<file path="config.mk">
export PLATFORM = sky130hd
export DESIGN_NAME = set_job_host
export DESIGN_NICKNAME = d
export VERILOG_FILES = /design/src/rtl/set_pkg.sv /design/src/rtl/set_job_fifo.sv /design/src/rtl/set_job_host.sv
export SDC_FILE = /design/constraint.sdc
export NUM_CORES = 1
export LEC_CHECK = 0
export ABC_CLOCK_PERIOD_IN_PS = 3400
export CAP_MARGIN = 30
export CORE_ASPECT_RATIO = 0.75
export CORE_UTILIZATION = 55
export DETAILED_ROUTE_END_ITERATION = 8
export PLACE_DENSITY = 0.83
export SYNTH_ARGS = -nofsm -noshare
export SYNTH_HDL_FRONTEND = slang
export SYNTH_SLANG_ARGS = --single-unit
</file>
<file path="constraint.sdc">
create_clock -name clk -period 3.4 [get_ports clk]
set_clock_uncertainty 0.15 [all_clocks]
set_input_delay 0.68 -clock clk [delete_from_list [all_inputs] [get_ports clk]]
set_output_delay 0.68 -clock clk [all_outputs]
set_load 0.01 [all_outputs]
</file>
<file path="src/rtl/set_pkg.sv">
// Shared types for the SET engine host: job record, host FSM states, mode codes.
// Job tags are carried at SET_TAG_MAX_W bits; the host narrows them to TAG_W.
package set_pkg;

  localparam int SET_TAG_MAX_W = 8;

  localparam logic [1:0] SET_MODE_A     = 2'b00;
  localparam logic [1:0] SET_MODE_A_AND = 2'b01;
  localparam logic [1:0] SET_MODE_A_XOR = 2'b10;

  typedef struct packed {
    logic [23:0]              central;
    logic [11:0]              radius;
    logic [1:0]               mode;
    logic [SET_TAG_MAX_W-1:0] tag;
  } set_job_t;

  typedef enum logic [1:0] {
    ST_IDLE  = 2'd0,
    ST_ISSUE = 2'd1,
    ST_WAIT  = 2'd2,
    ST_GAP   = 2'd3
  } set_host_state_e;

endpackage

</file>
<file path="src/rtl/set_job_fifo.sv">
// Synchronous job FIFO; pointers carry one extra wrap bit to tell full from empty.
module set_job_fifo
  import set_pkg::*;
#(
  parameter int DEPTH = 4
) (
  input  logic     clk,
  input  logic     rst,
  input  logic     i_push,
  input  set_job_t i_push_data,
  input  logic     i_pop,
  output set_job_t o_head,
  output logic     o_full,
  output logic     o_empty
);

  localparam int AW = $clog2(DEPTH);

  set_job_t       r_mem [DEPTH];
  logic [AW:0]    r_wr_ptr;
  logic [AW:0]    r_rd_ptr;
  logic           w_do_push;
  logic           w_do_pop;

  assign o_empty   = (r_wr_ptr == r_rd_ptr);
  assign o_full    = (r_wr_ptr[AW] != r_rd_ptr[AW]) &&
                     (r_wr_ptr[AW-1:0] == r_rd_ptr[AW-1:0]);
  assign w_do_push = i_push && !o_full;
  assign w_do_pop  = i_pop && !o_empty;
  assign o_head    = r_mem[r_rd_ptr[AW-1:0]];

  always_ff @(posedge clk) begin
    if (rst) begin
      r_wr_ptr <= '0;
      r_rd_ptr <= '0;
    end else begin
      if (w_do_push) r_wr_ptr <= r_wr_ptr + 1'b1;
      if (w_do_pop)  r_rd_ptr <= r_rd_ptr + 1'b1;
    end
  end

  always_ff @(posedge clk) begin
    if (w_do_push) r_mem[r_wr_ptr[AW-1:0]] <= i_push_data;
  end

endmodule

</file>
<file path="src/rtl/set_job_host.sv">
// Host controller for one SET engine: buffers jobs, runs them one at a time, returns tagged results.
// Optional watchdog on the engine run is enabled with the SET_HOST_TIMEOUT_EN macro.
module set_job_host
  import set_pkg::*;
#(
  parameter int FIFO_DEPTH     = 4,
  parameter int TAG_W          = 4,
  parameter int TIMEOUT_CYCLES = 1023
) (
  input  logic             clk,
  input  logic             rst,
  input  logic             job_valid,
  output logic             job_ready,
  input  logic [23:0]      job_central,
  input  logic [11:0]      job_radius,
  input  logic [1:0]       job_mode,
  input  logic [TAG_W-1:0] job_tag,
  output logic             en,
  output logic [23:0]      central,
  output logic [11:0]      radius,
  output logic [1:0]       mode,
  input  logic             busy,
  input  logic             valid,
  input  logic [7:0]       candidate,
  output logic             res_valid,
  input  logic             res_ready,
  output logic [7:0]       res_candidate,
  output logic [TAG_W-1:0] res_tag,
  output logic             res_timeout,
  output logic             idle,
  output logic [1:0]       dbg_state
);

  // Both streams use valid/ready: a transfer happens on a clock edge where both are high;
  // the source holds its payload steady while valid is high and ready is low.

  set_host_state_e  r_state;
  set_host_state_e  w_next_state;
  set_job_t         w_push_job;
  set_job_t         w_head;
  set_job_t         r_job;
  logic             w_full;
  logic             w_empty;
  logic             w_pop;
  logic             w_capture;
  logic             r_res_valid;
  logic [7:0]       r_res_candidate;
  logic [TAG_W-1:0] r_res_tag;

  always_comb begin
    w_push_job         = '0;
    w_push_job.central = job_central;
    w_push_job.radius  = job_radius;
    w_push_job.mode    = job_mode;
    w_push_job.tag     = SET_TAG_MAX_W'(job_tag);
  end

  set_job_fifo #(.DEPTH(FIFO_DEPTH)) u_fifo (
    .clk         (clk),
    .rst         (rst),
    .i_push      (job_valid),
    .i_push_data (w_push_job),
    .i_pop       (w_pop),
    .o_head      (w_head),
    .o_full      (w_full),
    .o_empty     (w_empty)
  );

`ifdef SET_HOST_TIMEOUT_EN
  localparam int WD_W = $clog2(TIMEOUT_CYCLES + 1);
  logic [WD_W-1:0] r_wd_cnt;
  logic            w_wd_fire;
  logic            r_res_timeout;

  always_ff @(posedge clk) begin
    if (rst || r_state == ST_ISSUE) r_wd_cnt <= '0;
    else if (r_state == ST_WAIT)    r_wd_cnt <= r_wd_cnt + 1'b1;
  end
`endif

  always_ff @(posedge clk) begin
    if (rst) r_state <= ST_IDLE;
    else     r_state <= w_next_state;
  end

  always_comb begin
    w_next_state = r_state;
    w_pop        = 1'b0;
    w_capture    = 1'b0;
`ifdef SET_HOST_TIMEOUT_EN
    w_wd_fire    = 1'b0;
`endif
    case (r_state)
      ST_IDLE: begin
        if (!w_empty && !r_res_valid && !busy) begin
          w_pop        = 1'b1;
          w_next_state = ST_ISSUE;
        end
      end
      ST_ISSUE: w_next_state = ST_WAIT;
      ST_WAIT: begin
        if (valid) begin
          w_capture    = 1'b1;
          w_next_state = ST_GAP;
        end
`ifdef SET_HOST_TIMEOUT_EN
        else if (r_wd_cnt == WD_W'(TIMEOUT_CYCLES - 1)) begin
          w_wd_fire    = 1'b1;
          w_next_state = ST_GAP;
        end
`endif
      end
      default: w_next_state = ST_IDLE;
    endcase
  end

  // Operands latch on pop and stay put until the next pop, covering ISSUE through GAP.
  always_ff @(posedge clk) begin
    if (rst) begin
      r_job           <= '0;
      r_res_valid     <= 1'b0;
      r_res_candidate <= '0;
      r_res_tag       <= '0;
`ifdef SET_HOST_TIMEOUT_EN
      r_res_timeout   <= 1'b0;
`endif
    end else begin
      if (w_pop) r_job <= w_head;
      if (r_res_valid && res_ready) r_res_valid <= 1'b0;
      if (w_capture) begin
        r_res_valid     <= 1'b1;
        r_res_candidate <= candidate;
        r_res_tag       <= TAG_W'(r_job.tag);
`ifdef SET_HOST_TIMEOUT_EN
        r_res_timeout   <= 1'b0;
`endif
      end
`ifdef SET_HOST_TIMEOUT_EN
      if (w_wd_fire) begin
        r_res_valid     <= 1'b1;
        r_res_candidate <= '0;
        r_res_tag       <= TAG_W'(r_job.tag);
        r_res_timeout   <= 1'b1;
      end
`endif
    end
  end

`ifdef SET_HOST_TIMEOUT_EN
  assign res_timeout = r_res_timeout;
`else
  assign res_timeout = 1'b0;
`endif

  assign job_ready     = !w_full;
  assign en            = (r_state == ST_ISSUE);
  assign central       = r_job.central;
  assign radius        = r_job.radius;
  assign mode          = r_job.mode;
  assign res_valid     = r_res_valid;
  assign res_candidate = r_res_candidate;
  assign res_tag       = r_res_tag;
  assign idle          = w_empty && (r_state == ST_IDLE) && !r_res_valid;
  assign dbg_state     = r_state;

endmodule

</file>
==> impl_metrics.py <==
metrics = {
    "cts": {
        "clk_latency_ns": 0.49,
        "cts_hold_buf": 0,
        "clk_pin_slew_ns": 0.06,
        "cts_setup_buffers": 0,
        "cts_tree": "built",
        "cts_max_level": 1,
        "cts_resized": 0,
        "cts_max_path_buffers": 3,
        "cts.sinks": 231,
        "clockRootBuffer": "clkbuf_16",
        "cts_made_buffers": 22,
    },
    "worst_setup_path": {
        "reg2reg_to": "u_fifo.r_mem[3][35]",
        "cp-end-kind": "primary output",
        "worstSetupStartpointType": "register",
        "path_cells": "xor2_2 -> nor3_1 -> and3b_1 -> clkdlybuf4s50_1",
        "r2r_cells": 4,
        "path_class": "register to primary output",
        "arrival_ns": 2.18,
        "crit_required_ns": 2.57,
        "crit_fanout": 6,
        "cpMaxStageDelayCell": "clkdlybuf4s50_1",
        "reg2reg_from": "u_fifo.r_wr_ptr[1]",
        "ff2ff_setup_slack_ns": 0.98,
        "critPathMaxStageDelay_ns": 0.54,
    },
    "final_layout": {
        "drive_above_1_share_pct": 21.85,
        "nets": 708,
        "area_growth_pct": 18.77,
        "antenna_cells": 0,
        "fillers": 1091,
    },
    "yosys": {
        "synth_seq_cells": 231,
        "synth_area_per_cell_sq_um": 16.06,
        "synth_top_area_cell": "edfxtp_1",
        "yosys_warnings": 0,
        "ys_types": 34,
        "syn_nets": 626,
        "synth-seq-area-share_pct": 69.98,
        "synth_cells": 561,
        "synth.area.top_cells": "edfxtp_1 (56%), dfxtp_1 (14%), mux4_2 (10%)",
        "netlist_area_sq_mm": 0.009011,
        "synth_top_area_share_pct": 55.98,
    },
    "timing": {
        "max_freq_ghz": 0.3321,
        "finalHoldViolCount": 0,
        "period_minus_slack_ns": 3.011,
        "tightest_slew_ns": 0.8723,
        "maxSlewViolCount": 0,
        "setup_violations": 0,
        "layout_setup_ws_ns": 0.3887,
        "final.setup.tns_ns": 0,
        "slew_headroom_pct": 41.85,
        "rsz0062_at_grt": "false",
        "timing.final.crit_share_pct": 88.57,
    },
    "power_and_ir_drop": {
        "p_int_mw": 5.291,
        "power_switching_mw": 1.818,
        "swShare_pct": 25.57,
        "pwr-share-comb_pct": 20.3,
        "p_clk_share_pct": 32.2,
        "vdd_drop_max_uv": 450.4,
        "powerDensity_mw_per_mm2": 664.2,
        "p_leak_nw": 3.464,
        "pwr-share-seq_pct": 47.5,
    },
    "worst_hold_path": {
        "hp-class": "register to register",
        "hp-start": "radius[7]",
        "holdPathStages": 2,
        "min_to": "radius[7]",
    },
    "floorplanning": {
        "core_area_sq_mm": 0.01602,
        "start_util_pct": 56.27,
        "die_y_um": 112.9,
        "io_pins": 113,
        "die_w_um": 149.8,
        "num_rows": 40,
        "dieArea_sq_mm": 0.01690,
    },
    "detailed_routing": {
        "wl_um": 16500,
        "viasPerCell": 5.414,
        "first_iter_violations": 208,
        "dr.pass1.iters": 4,
        "wl_per_cell_um": 18.99,
        "vias": 4705,
        "drcViolationCount": 0,
        "postRouteAntennaNets": 0,
    },
    "flow_run": {
        "drv_cap": 0,
    },
    "grt": {
        "grt_pass1_vias": 4841,
        "grtUsageTotal_pct": 20.49,
        "antenna_found_initial": 0,
        "grt_overflow": 0,
        "grt_max_degree": 45,
        "grt_pass1_wl_um": 26250,
    },
    "placed_design": {
        "port_buffers": 111,
        "dp_hpwl_um": 9930,
        "place_ws_ns": 0.5453,
        "routabilityCongestion": 0.7508,
    },
    "run_status": {
        "outcome": "finished, final reports clean",
    },
}
## cells in the mapped netlist
cell type / instances
mux2i_1: 3
xor2_2: 2
xnor2_1: 3
ha_1: 9
o31a_1: 2
and2_1: 4
nor3_1: 1
o21ai_0: 1
buf_6: 2
o311ai_0: 1
inv_1: 5
dfxtp_1: 63
o31ai_4: 1
buf_1: 1
and3b_1: 1
a21oi_2: 20
edfxtp_1: 168
nand2b_1: 5
or3_1: 2
xor2_1: 2
buf_12: 4
a31o_2: 1
buf_4: 40
nor2_1: 6
buf_2: 8
nand2_2: 25
conb_1: 1
mux4_2: 42
nor3b_1: 1
o22ai_1: 1
nand2_1: 86
a21oi_1: 37
clkbuf_1: 12
nor2b_1: 1
## worst max path at each step
stage	from	to	cells past startpoint
after global placement	busy	central[19]	6
after CTS	u_fifo.r_wr_ptr[1]	idle	4
final	u_fifo.r_wr_ptr[1]	idle	4
after global routing	u_fifo.r_wr_ptr[1]	idle	4
after floorplan	u_fifo.r_rd_ptr[0]	u_fifo.r_mem[0][0]	4
after detailed placement	busy	central[4]	6
## sequential cells by signal (all words and copies together), names as in the netlist
signal,flops
res_tag,4
u_fifo.r_wr_ptr,3
res_candidate,8
u_fifo.r_rd_ptr,3
dbg_state,2
radius,12
res_valid,1
central,24
u_fifo.r_mem,168
mode,2
r_job,4
## power groups by stage
stage / registers, mW / clock network (mW) / logic (mW)
3_5_place_dp: 3.43 / 0 / 1.46
5_1_grt: 3.40 / 2.44 / 1.58
6_report: 3.38 / 2.29 / 1.44
3_3_place_gp: 3.42 / 0 / 1.43
4_1_cts: 3.38 / 2.34 / 1.47
2_1_floorplan: 3.40 / 0 / 1.13
## layout make-up
| cell class | count | area (sq um) | area share (%) |
|---|---|---|---|
| flip-flops and latches | 231 | 6311 | 58.97 |
| multi-input cells | 258 | 2200 | 20.55 |
| repair buffers | 125 | 1236 | 11.55 |
| clock buffers | 30 | 601.8 | 5.623 |
| well taps | 210 | 262.8 | 2.455 |
| clock inverters | 10 | 72.57 | 0.6780 |
| inverters | 5 | 18.77 | 0.1754 |
## stage by stage
stage	cells	instance area [sq um]	hold WS, ns	util, %	power [mW]
finish	869	10700	0.3043	66.83	7.109
global route	869	10700	0.3153	66.83	7.415
CTS	869	10700	0.3059	66.83	7.182
detailed placement	829	10030	0.2970	62.62	4.897
global placement	829	10030	0.2936	62.62	4.850
floorplan	561	9011	0.2821	-	4.527
## logic make-up after synthesis
kind of cell / Yosys count / share of synthesized area, %
AO/OA/AOI/OAI: 64 / 4.749
AND/OR/NAND/NOR: 132 / 6.637
other: 1 / 0.04162
flip-flops: 231 / 69.98
multiplexers: 45 / 10.83
buffers and inverters: 72 / 5.665
XOR/XNOR: 7 / 0.8471
adder cells (fa/ha/maj): 9 / 1.250
## critical path: cells and delay by family, from the launching register on
kind | cells | cell delay, ns
XOR/XNOR | 1 | 0.18
buffers and inverters | 1 | 0.54
AND/OR/NAND/NOR | 2 | 0.53
flip-flops | 1 | 0.45
## layout by cell type, fill, tap and decap left out, types with 12 or more instances in the layout
cell type	synthesis	routed
a21oi_1	37	37
dfxtp_1	63	61
buf_4	40	12
nand2_2	25	25
clkbuf_16	0	23
nand2_1	86	86
clkdlybuf4s50_1	0	110
a21oi_2	20	20
mux4_2	42	42
edfxtp_1	168	168
## metal layers
metal,vias up,wire [um],GRT usage [%]
met1,2348,7336,28.64
met4,0,197,4.242
li1,2181,-,-
met3,18,1159,4.113
met5,-,0,0
met2,158,7811,33.73
Power figures use the tool's default switching activity.
